**src/rtl/lfsr_if.sv**
```systemverilog
// Control/status bundle for the LFSR generator: seed/step/burst requests in, state and pulses out.
interface lfsr_if #(
    parameter int WIDTH = 8,
    parameter int CNT_W = 8
);
    logic [WIDTH-1:0] seed_i;
    logic             load_i;
    logic             en_i;
    logic             burst_i;
    logic [CNT_W-1:0] burst_len_i;
    logic [WIDTH-1:0] state_o;
    logic             busy_o;
    logic             done_o;
    logic             wrap_o;
    logic             lock_o;
    logic [WIDTH-1:0] step_cnt_o;

    modport master (
        output seed_i, load_i, en_i, burst_i, burst_len_i,
        input  state_o, busy_o, done_o, wrap_o, lock_o, step_cnt_o
    );

    modport slave (
        input  seed_i, load_i, en_i, burst_i, burst_len_i,
        output state_o, busy_o, done_o, wrap_o, lock_o, step_cnt_o
    );
endinterface

```
**src/rtl/lfsr_gen.sv**
```systemverilog
// Fibonacci LFSR with seed load (lock-up protected), single/burst stepping and period-wrap detection.
//  state | meaning
//  IDLE  | steps only on en_i; accepts load_i and burst_i
//  BURST | one step per cycle until the burst counter expires; load_i aborts
module lfsr_gen #(
    parameter int               WIDTH      = 8,
    parameter logic [WIDTH-1:0] TAPS       = 8'hB8,
    parameter bit               XNOR_MODE  = 1'b1,
    parameter logic [WIDTH-1:0] RESET_SEED = 8'h01,
    parameter int               CNT_W      = 8
) (
    input  logic  clk,
    input  logic  reset,
    lfsr_if.slave bus
);
    typedef enum logic {IDLE, BURST} fsm_t;

    // The lock-up value never leaves itself, so a seed equal to it is swapped for a safe one.
    localparam logic [WIDTH-1:0] LOCK_VAL = XNOR_MODE ? {WIDTH{1'b1}} : {WIDTH{1'b0}};
    localparam logic [WIDTH-1:0] SUB_VAL  = XNOR_MODE ? {WIDTH{1'b0}} : {{(WIDTH-1){1'b0}}, 1'b1};

    fsm_t             fsm_q, fsm_n;
    logic [WIDTH-1:0] state_q, state_n;
    logic [WIDTH-1:0] seed_q, seed_n;
    logic [WIDTH-1:0] cnt_q, cnt_n;
    logic [CNT_W-1:0] rem_q, rem_n;
    logic             done_q, done_n;
    logic             wrap_q, wrap_n;
    logic             lock_q, lock_n;
    logic             do_step;
    logic             fb;
    logic [WIDTH-1:0] step_val;
    logic [WIDTH-1:0] load_val;

    always_comb begin
        fb       = XNOR_MODE ? ~^(state_q & TAPS) : ^(state_q & TAPS);
        step_val = {state_q[WIDTH-2:0], fb};
        load_val = (bus.seed_i == LOCK_VAL) ? SUB_VAL : bus.seed_i;
    end

    always_comb begin
        fsm_n   = fsm_q;
        state_n = state_q;
        seed_n  = seed_q;
        cnt_n   = cnt_q;
        rem_n   = rem_q;
        done_n  = 1'b0;
        wrap_n  = 1'b0;
        lock_n  = 1'b0;
        do_step = 1'b0;

        if (bus.load_i) begin
            state_n = load_val;
            seed_n  = load_val;
            cnt_n   = '0;
            lock_n  = (bus.seed_i == LOCK_VAL);
            fsm_n   = IDLE;
            rem_n   = '0;
        end else begin
            case (fsm_q)
                IDLE: begin
                    if (bus.burst_i) begin
                        if (bus.burst_len_i == '0) begin
                            done_n = 1'b1;
                        end else begin
                            do_step = 1'b1;
                            // A one-step burst finishes on its first edge and never shows busy.
                            if (bus.burst_len_i == CNT_W'(1)) begin
                                done_n = 1'b1;
                            end else begin
                                fsm_n = BURST;
                                rem_n = bus.burst_len_i - 1'b1;
                            end
                        end
                    end else if (bus.en_i) begin
                        do_step = 1'b1;
                    end
                end
                BURST: begin
                    do_step = 1'b1;
                    if (rem_q == CNT_W'(1)) begin
                        fsm_n  = IDLE;
                        rem_n  = '0;
                        done_n = 1'b1;
                    end else begin
                        rem_n = rem_q - 1'b1;
                    end
                end
                default: fsm_n = IDLE;
            endcase
        end

        if (do_step) begin
            state_n = step_val;
            if (step_val == seed_q) begin
                wrap_n = 1'b1;
                cnt_n  = '0;
            end else begin
                cnt_n = cnt_q + 1'b1;
            end
        end
    end

    always_ff @(posedge clk or posedge reset) begin
        if (reset) begin
            fsm_q   <= IDLE;
            state_q <= RESET_SEED;
            seed_q  <= RESET_SEED;
            cnt_q   <= '0;
            rem_q   <= '0;
            done_q  <= 1'b0;
            wrap_q  <= 1'b0;
            lock_q  <= 1'b0;
        end else begin
            fsm_q   <= fsm_n;
            state_q <= state_n;
            seed_q  <= seed_n;
            cnt_q   <= cnt_n;
            rem_q   <= rem_n;
            done_q  <= done_n;
            wrap_q  <= wrap_n;
            lock_q  <= lock_n;
        end
    end

    assign bus.state_o    = state_q;
    assign bus.busy_o     = (fsm_q == BURST);
    assign bus.done_o     = done_q;
    assign bus.wrap_o     = wrap_q;
    assign bus.lock_o     = lock_q;
    assign bus.step_cnt_o = cnt_q;
endmodule

```
**src/flat_wrapper.sv**
```systemverilog
// flat-port wrapper written by rule: the top's interface ports become plain ports
module lfsr_gen_flat 
#(
    parameter int               WIDTH      = 8,
    parameter logic [WIDTH-1:0] TAPS       = 8'hB8,
    parameter bit               XNOR_MODE  = 1'b1,
    parameter logic [WIDTH-1:0] RESET_SEED = 8'h01,
    parameter int               CNT_W      = 8
)
  (clk, reset, bus_seed_i, bus_load_i, bus_en_i, bus_burst_i, bus_burst_len_i, bus_state_o, bus_busy_o, bus_done_o, bus_wrap_o, bus_lock_o, bus_step_cnt_o);
  lfsr_if #(.WIDTH(WIDTH), .CNT_W(CNT_W)) bus_i ();
  input  logic clk;
  input  logic reset;
  input wire logic [$bits(bus_i.seed_i)-1:0] bus_seed_i;
  input wire logic [$bits(bus_i.load_i)-1:0] bus_load_i;
  input wire logic [$bits(bus_i.en_i)-1:0] bus_en_i;
  input wire logic [$bits(bus_i.burst_i)-1:0] bus_burst_i;
  input wire logic [$bits(bus_i.burst_len_i)-1:0] bus_burst_len_i;
  output wire logic [$bits(bus_i.state_o)-1:0] bus_state_o;
  output wire logic [$bits(bus_i.busy_o)-1:0] bus_busy_o;
  output wire logic [$bits(bus_i.done_o)-1:0] bus_done_o;
  output wire logic [$bits(bus_i.wrap_o)-1:0] bus_wrap_o;
  output wire logic [$bits(bus_i.lock_o)-1:0] bus_lock_o;
  output wire logic [$bits(bus_i.step_cnt_o)-1:0] bus_step_cnt_o;
  assign bus_i.seed_i = bus_seed_i;
  assign bus_i.load_i = bus_load_i;
  assign bus_i.en_i = bus_en_i;
  assign bus_i.burst_i = bus_burst_i;
  assign bus_i.burst_len_i = bus_burst_len_i;
  assign bus_state_o = bus_i.state_o;
  assign bus_busy_o = bus_i.busy_o;
  assign bus_done_o = bus_i.done_o;
  assign bus_wrap_o = bus_i.wrap_o;
  assign bus_lock_o = bus_i.lock_o;
  assign bus_step_cnt_o = bus_i.step_cnt_o;
  lfsr_gen #(.WIDTH(WIDTH), .TAPS(TAPS), .XNOR_MODE(XNOR_MODE), .RESET_SEED(RESET_SEED), .CNT_W(CNT_W)) u_core (.clk(clk), .reset(reset), .bus(bus_i));
endmodule
```
**config.mk**
```make
export PLATFORM = sky130hd
export DESIGN_NAME = lfsr_gen_flat
export DESIGN_NICKNAME = d
export VERILOG_FILES = /design/src/rtl/lfsr_if.sv /design/src/rtl/lfsr_gen.sv /design/src/flat_wrapper.sv
export SDC_FILE = /design/constraint.sdc
export NUM_CORES = 1
export LEC_CHECK = 0
export BUFFER_PORTS_ARGS = -buffer_cell sky130_fd_sc_hd__buf_2
export CORE_MARGIN = 2
export CORE_UTILIZATION = 49
export DETAILED_ROUTE_END_ITERATION = 10
export PLACE_DENSITY = 0.85
export SLEW_MARGIN = 20
export SYNTH_ARGS = -nofsm -noshare
export SYNTH_HDL_FRONTEND = slang
export SYNTH_SLANG_ARGS = --single-unit
```
**constraint.sdc**
```tcl
create_clock -name clk -period 1.9 [get_ports clk]
set_clock_uncertainty 0.15 [all_clocks]
set_input_delay 0.38 -clock clk [delete_from_list [all_inputs] [get_ports clk]]
set_output_delay 0.38 -clock clk [all_outputs]
set_load 0.01 [all_outputs]
```
### Word-level counts from Yosys, hierarchy flattened

Index checks and enable logic that the tools add are counted.

* output and inout port bits: 20
* logic and storage cells: 55
* register bits after elaboration: 36
* bits of input ports: 21

* add/sub/neg operators: 3
* equality and inequality tests: 7
* bitwise logic cells: 1
* reductions and logical operators: 4
* mux-type cells: 32

Operator list (count)
* $mux 8: 11
* $mux 1: 17
* $eq 8x1->1 const B: 2
* $pmux 8 s2: 1
* $sub 8x1->8 const B: 2
* $ne 3x3->1 const B: 3
* $add 8x1->8 const B: 1
* $eq 8x8->1: 1
* $eq 8x8->1 const B: 1
* $logic_not 8->1: 1
* $reduce_xnor 8->1: 1
* $pmux 1 s2: 3
* $reduce_and 3->1: 1
* $reduce_bool 2->1: 1
* $not 1->1: 1

### Depth between registers and ports, before layout

* depth in word-level cells: 6
* mapped depth: 8

### Least setup slack after synthesis

Ideal clock, no wire load.

* path kind: input -> register
* from: in bus_burst_len_i[2]
* to: reg u_core.state_q[1] (netlist: u_core.bus.state_o[1])
* slack: -182 ps
* required time: 1621 ps
* path buffers: 1
* cell stages on the path: 5
* arrival: 1803 ps
* path through: or4_4 -> o41ai_4 -> buf_6 -> mux2i_1 -> o21ai_1

* word-level cells in the longest chain between the ends: 6

Ends and longest elaborated chain
* start: declaration: line flat_wrapper.sv:18 `input wire logic [$bits(bus_i.burst_len_i)-1:0] bus_burst_len_i;`
* $logic_not 8->1 (*): line lfsr_gen.sv:63 `if (bus.burst_len_i == '0) begin`
* $mux 1 (*): line lfsr_gen.sv:63
* $mux 1 (*): line lfsr_gen.sv:62 `if (bus.burst_i) begin`
* $pmux 1 s2 (*): line lfsr_gen.sv:60 `case (fsm_q)`
* $mux 1 (*): line lfsr_gen.sv:52 `if (bus.load_i) begin`
* $mux 8 / $reduce_bool 2->1 (equally long branches)
* end signal: assignment: line lfsr_gen.sv:116 `state_q <= state_n;`
* end: declaration: line lfsr_gen.sv:23 `logic [WIDTH-1:0] state_q, state_n;`

Every way passes the cells marked *; elsewhere a longest branch is shown, timed or not.
A chain may end at the register's enable or synchronous reset.

### Final worst setup path

* from: reg u_core.state_q[3] (netlist: u_core.bus.state_o[3])
* to: reg u_core.cnt_q[7] (netlist: u_core.bus.step_cnt_o[7])

* word-level cells in the longest chain between the ends: 4

Ends and longest elaborated chain
* $reduce_xnor 8->1: line lfsr_gen.sv:36 `fb = XNOR_MODE ? ~^(state_q & TAPS) : ^(state_q & TAPS);`
* $eq 8x8->1 (*): line lfsr_gen.sv:95 `if (step_val == seed_q) begin`
* $mux 8 (*): line lfsr_gen.sv:95
* $mux 8 (*): line lfsr_gen.sv:93 `if (do_step) begin`
* end signal: assignment: line lfsr_gen.sv:118 `cnt_q <= cnt_n;`
* end: declaration: line lfsr_gen.sv:25 `logic [WIDTH-1:0] cnt_q, cnt_n;`

Marked as above.

==> impl_metrics.toml <==
[sta]
maxSlewHeadroom_pct = 61.55
post-route-period-util_pct = 98.97
setup_tns_ns = 0
rsz0062_at_grt = "true"
finalHoldViolCount = 0
worst_pin_slew_ns = 0.5747
finalSetupViolations = 0
max_freq_mhz = 531.8
whs_ns = 0.02832
period_minus_slack_ns = 1.880
slew_viol_final = 0

[routing]
route.detailed.drc = 0
final_antenna_net_count = 0
dr_total_vias = 1938
avgViaCountPerCell = 5.585
routed_wl_um = 5300
initialDrtViolationCount = 201
wl_per_cell_um = 15.27
firstDrtPassIters = 5

[floorplanning]
coreArea_mm2 = 0.004058
die_y_um = 69.36
num_rows = 23
initial_core_util_pct = 51.59
die_area_mm2 = 0.004811
num_io_pins = 41
die_w_um = 69.36

[clock_tree]
cts_made_buffers = 5
clock-sinks = 36
clkTransAtPathRegs_ns = 0.08
worstSkewPairLatency_ns = 0.29
cts_root_buf = "clkbuf_8"
clockBufferDepth = 2
cts_tree = "yes"
htreeDepth = 2

[global_routing]
antenna_found_initial = 0
grt_pass1_vias = 1885
grt_max_degree = 37
overflow = 0
grt_pass1_wl_um = 8576
grt_usage_pct = 22.32

[yosys]
synthArstFlopShare_pct = 100.0
yosysUniqueCellTypes = 38
synth_top_family_by_area = "simple AND/OR/NAND/NOR gates"
synth_xor_area_share_pct = 9.863
synthAdderAreaFrac_pct = 2.989
ys_top_cells_by_area = "dfrtp_1 41%, mux2i_1 6.2%, o21ai_0 6.0%"
synth-seq-cells = 36
synth_ff_type = "dfrtp_1"
synth_compound_area_share_pct = 13.03
synth_top_area_cell = "dfrtp_1"
syn-num-nets = 253
postSynthCellCount = 227
synth-simple-area-share_pct = 20.02
syn_avg_cell_area_um2 = 9.221
synth_edf_count = 0
yosysTopAreaCellShare_pct = 40.65
yosysWarnings = 0
yosysSeqAreaShare_pct = 43.16
synth_mux_area_share_pct = 6.216
syn_area_mm2 = 0.002093

[critical_path]
worstSetupEndpointType = "register"
crit_type = "reg -> reg"
cp.arrival_ns = 1.94
cp_max_fo = 4
required_ns = 1.96
startpoint_type = "register"

[cells_and_area]
layout-drive-gt1-share_pct = 29.97
n_antenna_cell = 0
area_delta_synth_final_pct = 28.51
nets = 322
fillCellCount = 320

[place]
gp_congestion = 0.9711
io_buffers = 40
dp_hpwl_um = 3811

[job]
cap_violations = 0

[power_and_ir_drop]
ir_drop_v = 0.0004989
power.density_cell_area_mw_per_mm2 = 748.6
p_leak_uw = 0.001344

[outcome]
outcome = "completed"

[worst_hold_path]
hp-class = "in -> async"
-- per-stage QoR --
| stage | setup slack (ns) | std cells | total power (uW) | util, % | instance area [um2] |
|---|---|---|---|---|---|
| final | 0.01961 | 347 | 2014 | 66.30 | 2690 |
| after global routing | -0.04095 | 347 | 2135 | 66.30 | 2690 |
| after CTS | 0.002299 | 347 | 1988 | 65.34 | 2651 |
| after detailed placement | -0.2677 | 337 | 1435 | 62.87 | 2551 |
| after global placement | -0.2406 | 337 | 1411 | 62.87 | 2551 |
| after floorplan | -0.1821 | 227 | 1222 | - | 2107 |
-- synthesized netlist by cell type, types with 2 or more instances --
master	instances
o31ai_1	2
xnor2_1	7
nor2_1	17
o21ai_0	25
mux2i_1	13
nor3_1	5
nand2_1	22
nand3b_1	2
dfstp_2	2
nand4_1	3
nor4_1	5
xor2_1	14
dfrtp_1	34
nor4b_1	3
clkbuf_1	7
nand2b_1	2
inv_1	15
a21oi_1	8
ha_1	5
o21ai_1	2
a31oi_1	3
nand3_1	12
or3_1	2
and3_1	3
-- flip-flops by register name (all words and copies together), names as in the netlist --
register / count
u_core.bus.busy_o: 1
u_core.bus.done_o: 1
u_core.bus.lock_o: 1
u_core.bus.state_o: 8
u_core.bus.step_cnt_o: 8
u_core.bus.wrap_o: 1
u_core.rem_q: 8
u_core.seed_q: 8
-- power by group --
part	total, uW	internal, uW	switching [uW]
Combinational	564	270	294
Clock	542	262	280
Sequential	907	837	70.3
-- placed cells by master (no fill, tap or decap), drive strengths merged, types with 2 or more instances in the layout --
cell type	Yosys	layout
a21oi	8	8
a31oi	3	3
and3	3	3
buf	2	71
clkbuf	7	7
dfrtp	34	34
dfstp	2	2
ha	5	5
inv	15	15
mux2i	13	13
nand2	22	22
nand2b	2	2
nand3	12	12
nand3b	2	2
nand4	3	3
nor2	17	17
nor3	5	5
nor4	5	5
nor4b	3	3
o21ai	27	27
o31ai	2	2
or3	2	2
xnor2	7	7
xor2	14	14
-- worst paths after layout --
| kind | cells past startpoint | slack [ns] | start | end |
|---|---|---|---|---|
| max | 7 | 0.02 | u_core.bus.state_o[3] | u_core.bus.step_cnt_o[7] |
| min | 3 | 0.03 | reset | u_core.rem_q[0] |
| max reg2reg | 7 | 0.02 | u_core.bus.state_o[3] | u_core.bus.step_cnt_o[7] |
| min reg2reg | 2 | 0.35 | u_core.seed_q[0] | u_core.seed_q[0] |
| max in group asynchronous | 3 | 1.22 | reset | u_core.bus.state_o[0] |
| min in group clk | 3 | 0.19 | bus_seed_i[4] | u_core.bus.state_o[4] |
-- metal layers --
| metal | share of wire (%) | global-route usage, % |
|---|---|---|
| met4 | 1.4 | 6.536 |
| met5 | 0 | 0 |
| met1 | 44 | 29.32 |
| met2 | 49 | 36.22 |
| met3 | 5.7 | 5.959 |
-- kinds of logic after synthesis --
group,Yosys count
and+or+nand+nor,82
AOI/OAI and AO/OA,45
DFF,36
buffers and inverters,24
xor gates and xnor gates,22
muxes,13
adders and majority gates,5
-- what timing repair did --
item | CTS | global route
pin swaps | 2 | 1
resized for setup | 0 | 6
setup endpoints to repair | 1 | 15
setup buffers | 2 | 0
hold buffers | 0 | 0
cloned | 0 | 0
-- cell type report --
class                      instances  area [um2]  share of cell area, %
sequential                        36       903.4                  33.58
tap                               50       62.56                  2.326
inverter                          15       56.30                  2.093
multi-input combinational        167        1137                  42.28
clock inverter                     1       8.758                 0.3256
clock buffer                       7       76.32                  2.837
timing repair buffer              71       445.4                  16.56
-- worst max-delay path: stages, from the launching register on --
cell	delay (ns)
dfrtp_1	0.41
buf_4	0.15
buf_4	0.14
xor2_1	0.20
nor4_2	0.07
nand3_2	0.10
or4b_1	0.43
a31oi_1	0.15
(Power assumes the default switching activity.)
